$ cat src/rtl/fifo_stream_out.sv
// 1-cycle-latency FIFO read port to valid/ready stream, 2-entry skid buffer.
// Define FIFO_STREAM_OUT_STAT_EN to add the saturating xfer_cnt counter.
module fifo_stream_out #(
  parameter int DW = 8
) (
  input  logic          clk,
  input  logic          rst,
  input  logic          clr,
  input  logic          fifo_empty,
  output logic          fifo_re,
  input  logic [DW-1:0] fifo_dout,
  output logic          m_valid,
  input  logic          m_ready,
  output logic [DW-1:0] m_data,
  output logic [1:0]    buf_lvl
`ifdef FIFO_STREAM_OUT_STAT_EN
  ,
  output logic [15:0]   xfer_cnt
`endif
);

  logic          r_pend;
  logic [1:0]    r_lvl;
  logic          r_valid;
  logic [DW-1:0] r_b0;
  logic [DW-1:0] r_b1;

  logic          w_pop;
  logic [1:0]    w_occ;
  logic [DW-1:0] w_b0_nxt;
  logic [DW-1:0] w_b1_nxt;

  assign w_pop = r_valid & m_ready;
  // lvl + pend never exceeds 2, so this cannot wrap
  assign w_occ = r_lvl + {1'b0, r_pend} - {1'b0, w_pop};

  assign fifo_re = rst & ~clr & ~fifo_empty
                 & (w_occ < 2'd2);

  always_comb begin
    w_b0_nxt = r_b0;
    w_b1_nxt = r_b1;
    if (w_pop) begin
      w_b0_nxt = r_b1;
      if (r_pend) begin
        if (r_lvl == 2'd1) w_b0_nxt = fifo_dout;
        else               w_b1_nxt = fifo_dout;
      end
    end else if (r_pend) begin
      if (r_lvl == 2'd0) w_b0_nxt = fifo_dout;
      else               w_b1_nxt = fifo_dout;
    end
  end

  always_ff @(posedge clk) begin
    if (!rst) begin
      r_pend  <= 1'b0;
      r_lvl   <= 2'd0;
      r_valid <= 1'b0;
      r_b0    <= '0;
      r_b1    <= '0;
    end else if (clr) begin
      r_pend  <= 1'b0;
      r_lvl   <= 2'd0;
      r_valid <= 1'b0;
    end else begin
      r_pend  <= fifo_re;
      r_lvl   <= w_occ;
      r_valid <= (w_occ != 2'd0);
      r_b0    <= w_b0_nxt;
      r_b1    <= w_b1_nxt;
    end
  end

  assign m_valid = r_valid;
  assign m_data  = r_b0;
  assign buf_lvl = r_lvl;

`ifdef FIFO_STREAM_OUT_STAT_EN
  logic [15:0] r_xfer_cnt;

  always_ff @(posedge clk) begin
    if (!rst || clr) begin
      r_xfer_cnt <= 16'd0;
    end else if (w_pop && (r_xfer_cnt != 16'hFFFF)) begin
      r_xfer_cnt <= r_xfer_cnt + 16'd1;
    end
  end

  assign xfer_cnt = r_xfer_cnt;
`endif

endmodule

$ cat config.mk
export PLATFORM = sky130hd
export DESIGN_NAME = fifo_stream_out
export DESIGN_NICKNAME = d
export VERILOG_FILES = /design/src/rtl/fifo_stream_out.sv
export SDC_FILE = /design/constraint.sdc
export NUM_CORES = 1
export LEC_CHECK = 0
export ABC_CLOCK_PERIOD_IN_PS = 2100
export BUFFER_PORTS_ARGS = -buffer_cell sky130_fd_sc_hd__buf_2
export CAP_MARGIN = 20
export CELL_PAD_IN_SITES_DETAIL_PLACEMENT = 0
export CELL_PAD_IN_SITES_GLOBAL_PLACEMENT = 1
export CORE_MARGIN = 2
export CORE_UTILIZATION = 39
export CTS_BUF_LIST = sky130_fd_sc_hd__clkbuf_4
export CTS_CLUSTER_SIZE = 8
export DETAILED_ROUTE_END_ITERATION = 12
export PLACE_DENSITY = 0.77
export RECOVER_POWER = 50
export SLEW_MARGIN = 20
export SYNTH_ARGS = -nofsm -noshare
export SYNTH_HDL_FRONTEND = slang
export SYNTH_SLANG_ARGS = --single-unit
$ cat constraint.sdc
create_clock -name clk -period 2.1 [get_ports clk]
set_input_delay 0.315 -clock clk [delete_from_list [all_inputs] [get_ports clk]]
set_output_delay 0.315 -clock clk [all_outputs]
set_load 0.1 [all_outputs]
==> impl_metrics.env <==
export IMPL_run_status="finished with violations"
export IMPL_violations="setup timing"
export IMPL_overflow=0
export IMPL_hold_violations=0
export IMPL_h_tree_depth=1
export IMPL_gp_routability_congestion=0.818
export IMPL_start_kind="register"
export IMPL_dp_hpwl_microns=1720
export IMPL_holdBufCountCts=0
export IMPL_ys_types=22
export IMPL_synth_compound_area_share_pct=20.3
export IMPL_yosysWarnings=0
export IMPL_antenna_cells=0
export IMPL_final_cell_count_no_fill=164
export IMPL_num_rows=17
export IMPL_ir_drop_v=0.000383
export IMPL_synth_edf_count=0
export IMPL_core_area_sq_mm=0.00225
export IMPL_synthFlopType="dfxtp_1"
export IMPL_cp_data_required_time_ps=1780
export IMPL_place_area_sq_mm=0.00120
export IMPL_drive_above_1_share_pct=35.3
export IMPL_p_leak_nw=0.470
export IMPL_clockBufferDepth=2
export IMPL_clock_latency_ps=300
export IMPL_n_fill_cell=225
export IMPL_vias=898
export IMPL_dp_slack_ps=78.4
export IMPL_nNetsFinal=152
export IMPL_dieArea_sq_mm=0.00283
export IMPL_synthAdderAreaFrac_pct=2.65
export IMPL_synth_top_area_share_pct=42.4
export IMPL_syn_inst=105
export IMPL_drv_cap=0
export IMPL_crit_fanout=2
export IMPL_netlist_area_sq_um=943
export IMPL_grt_usage_pct=18.4
export IMPL_finClkSkew_ps=6.92
export IMPL_synth_xor_area_share_pct=1.86
export IMPL_cts_made_buffers=3
export IMPL_clkTransAtPathRegs_ps=110
export IMPL_grt_max_degree=18
export IMPL_synth_area_leaders="dfxtp_1, mux2i_1, a311oi_1"
export IMPL_fin_crit_sh_pct=103
export IMPL_ant_nets=0
export IMPL_critPathLaunch="r_pend"
export IMPL_async_flop_share_pct=0
export IMPL_hold_class="in2reg"
export IMPL_hp_start="fifo_empty"
export IMPL_dp_cells=157
export IMPL_holdWs_ps=218
export IMPL_clock_sinks=20
export IMPL_synth_nets=120
export IMPL_initial_core_util_pct=41.8
export IMPL_slew_viol_final=0
export IMPL_p_total_mw=0.761
export IMPL_cp_end_kind="output port"
export IMPL_ioPinCount=25
export IMPL_die_width_microns=53.2
export IMPL_synth_top_family_by_area="simple AND/OR/NAND/NOR gates"
export IMPL_fin_ws_ps=-61.3
export IMPL_wire_per_inst_microns=13.4
export IMPL_grt_setup_unrepaired="true"
export IMPL_stdcell_area_sq_mm=0.00125
export IMPL_synth_largest_area_cell="dfxtp_1"
export IMPL_setup_viol_count_final=1
export IMPL_synthMuxAreaShare_pct=8.49
export IMPL_synth_most_common_cell="dfxtp_1"
export IMPL_grt_antenna_before_repair=0
export IMPL_port_buffer_count=24
export IMPL_synth_common_cells="dfxtp_1, nand2_1, a21oi_1"
export IMPL_syn_to_final_growth_pct=32.6
export IMPL_synth_area_per_cell_sq_um=8.98
export IMPL_ys_ff_latch=20
export IMPL_first_pass_iters=4
export IMPL_max_freq_ghz=0.463
export IMPL_first_global_vias=807
export IMPL_path_class="reg2out"
export IMPL_period_needed_ps=2160
export IMPL_yosysSeqAreaShare_pct=42.4
export IMPL_cts_root_buf="clkbuf_4"
export IMPL_relSlewSlack_pct=22.7
export IMPL_post_route_drc_count=0
export IMPL_powerDensity_mw_per_mm2=608
export IMPL_synthSimpleGateAreaFrac_pct=20.6
export IMPL_grt_pass1_wl_microns=3680
export IMPL_cp_data_arrival_time_ps=1850
export IMPL_drt_total_wl_microns=2200
export IMPL_cts_tree="done"
export IMPL_max_slew_worst_pin_slew_ps=1170
export IMPL_drt_initial_drc_count=23
export IMPL_r2r_start="m_valid"
export IMPL_tns_ps=-61.3
export IMPL_final_util_pct=55.5
export IMPL_fp_dieH_microns=53.2
export IMPL_via_per_inst=5.48
==> logic make-up (layout without fill, tap and decap cells) <==
logic type                 Yosys count  after routing
AOI/OAI and AO/OA                   27             27
adders and majority gates            2              2
buffers and inverters                9             40
and+or+nand+nor                     37             37
muxes                                8              8
DFF                                 20             20
xor gates and xnor gates             2              2
==> registers in the layout, indices dropped and copies added, names as in the netlist <==
register / cells
r_b1: 8
m_data: 8
m_valid: 1
buf_lvl: 2
r_pend: 1
==> report_power, final <==
| part | internal [mW] | switching (mW) | total (mW) |
|---|---|---|---|
| logic | 0.0476 | 0.129 | 0.176 |
| clock network | 0.0693 | 0.117 | 0.187 |
| registers | 0.390 | 0.00765 | 0.398 |
==> final timing paths <==
check	depth (start not counted)	slack, ps	endpoint
worst max-delay path	7	-60	fifo_re
worst min-delay path	2	220	r_pend
worst max register to register	5	550	r_b1[7]
worst min register to register	2	470	r_b1[4]
==> repair_timing <==
item | CTS | global route
setup endpoints to repair | 1 | 1
setup buffers | 3 | 0
gates resized for setup | 3 | 0
pin swaps | 3 | 2
==> per-layer routing <==
metal	wire [microns]	global-route usage (%)	vias to the layer above	part of all wire, %
met5	0	0	-	0
met4	44	10.3	0	2.0
met3	120	2.54	4	5.4
met2	1030	28.1	32	47
met1	1010	24.7	407	46
li1	-	-	455	-
==> final cells by class <==
| cell class | count | area (sq um) | share of cell area, % |
|---|---|---|---|
| Clock buffer | 3 | 22.5 | 1.80 |
| Clock inverter | 1 | 3.75 | 0.300 |
| Inverter | 3 | 13.8 | 1.10 |
| Multi-Input combinational cell | 76 | 567 | 45.3 |
| Sequential cell | 20 | 408 | 32.6 |
| Tap cell | 28 | 35.0 | 2.80 |
| Timing Repair Buffer | 33 | 201 | 16.1 |
==> cell usage in the layout, fill, tap and decap left out, types with 2 or more instances in the layout <==
cell | synthesis | final
ha_4 | 0 | 2
a311oi_1 | 8 | 8
nand3b_1 | 2 | 2
clkbuf_4 | 0 | 3
dfxtp_2 | 0 | 3
nand4_1 | 8 | 8
dfxtp_1 | 20 | 16
a21oi_1 | 9 | 9
o21ai_0 | 8 | 8
inv_1 | 3 | 2
xnor2_2 | 0 | 2
buf_4 | 0 | 9
buf_2 | 1 | 21
nor2_1 | 4 | 4
mux2i_1 | 8 | 8
nand2_1 | 17 | 16
==> worst max-delay path, cell delays in order (launching register included) <==
cell,delay [ps]
dfxtp_2,370
inv_4,40
ha_4,230
ha_4,160
xnor2_2,150
xnor2_2,140
nor3b_4,250
buf_12,200
No activity file was read; power rests on OpenSTA's default activity.
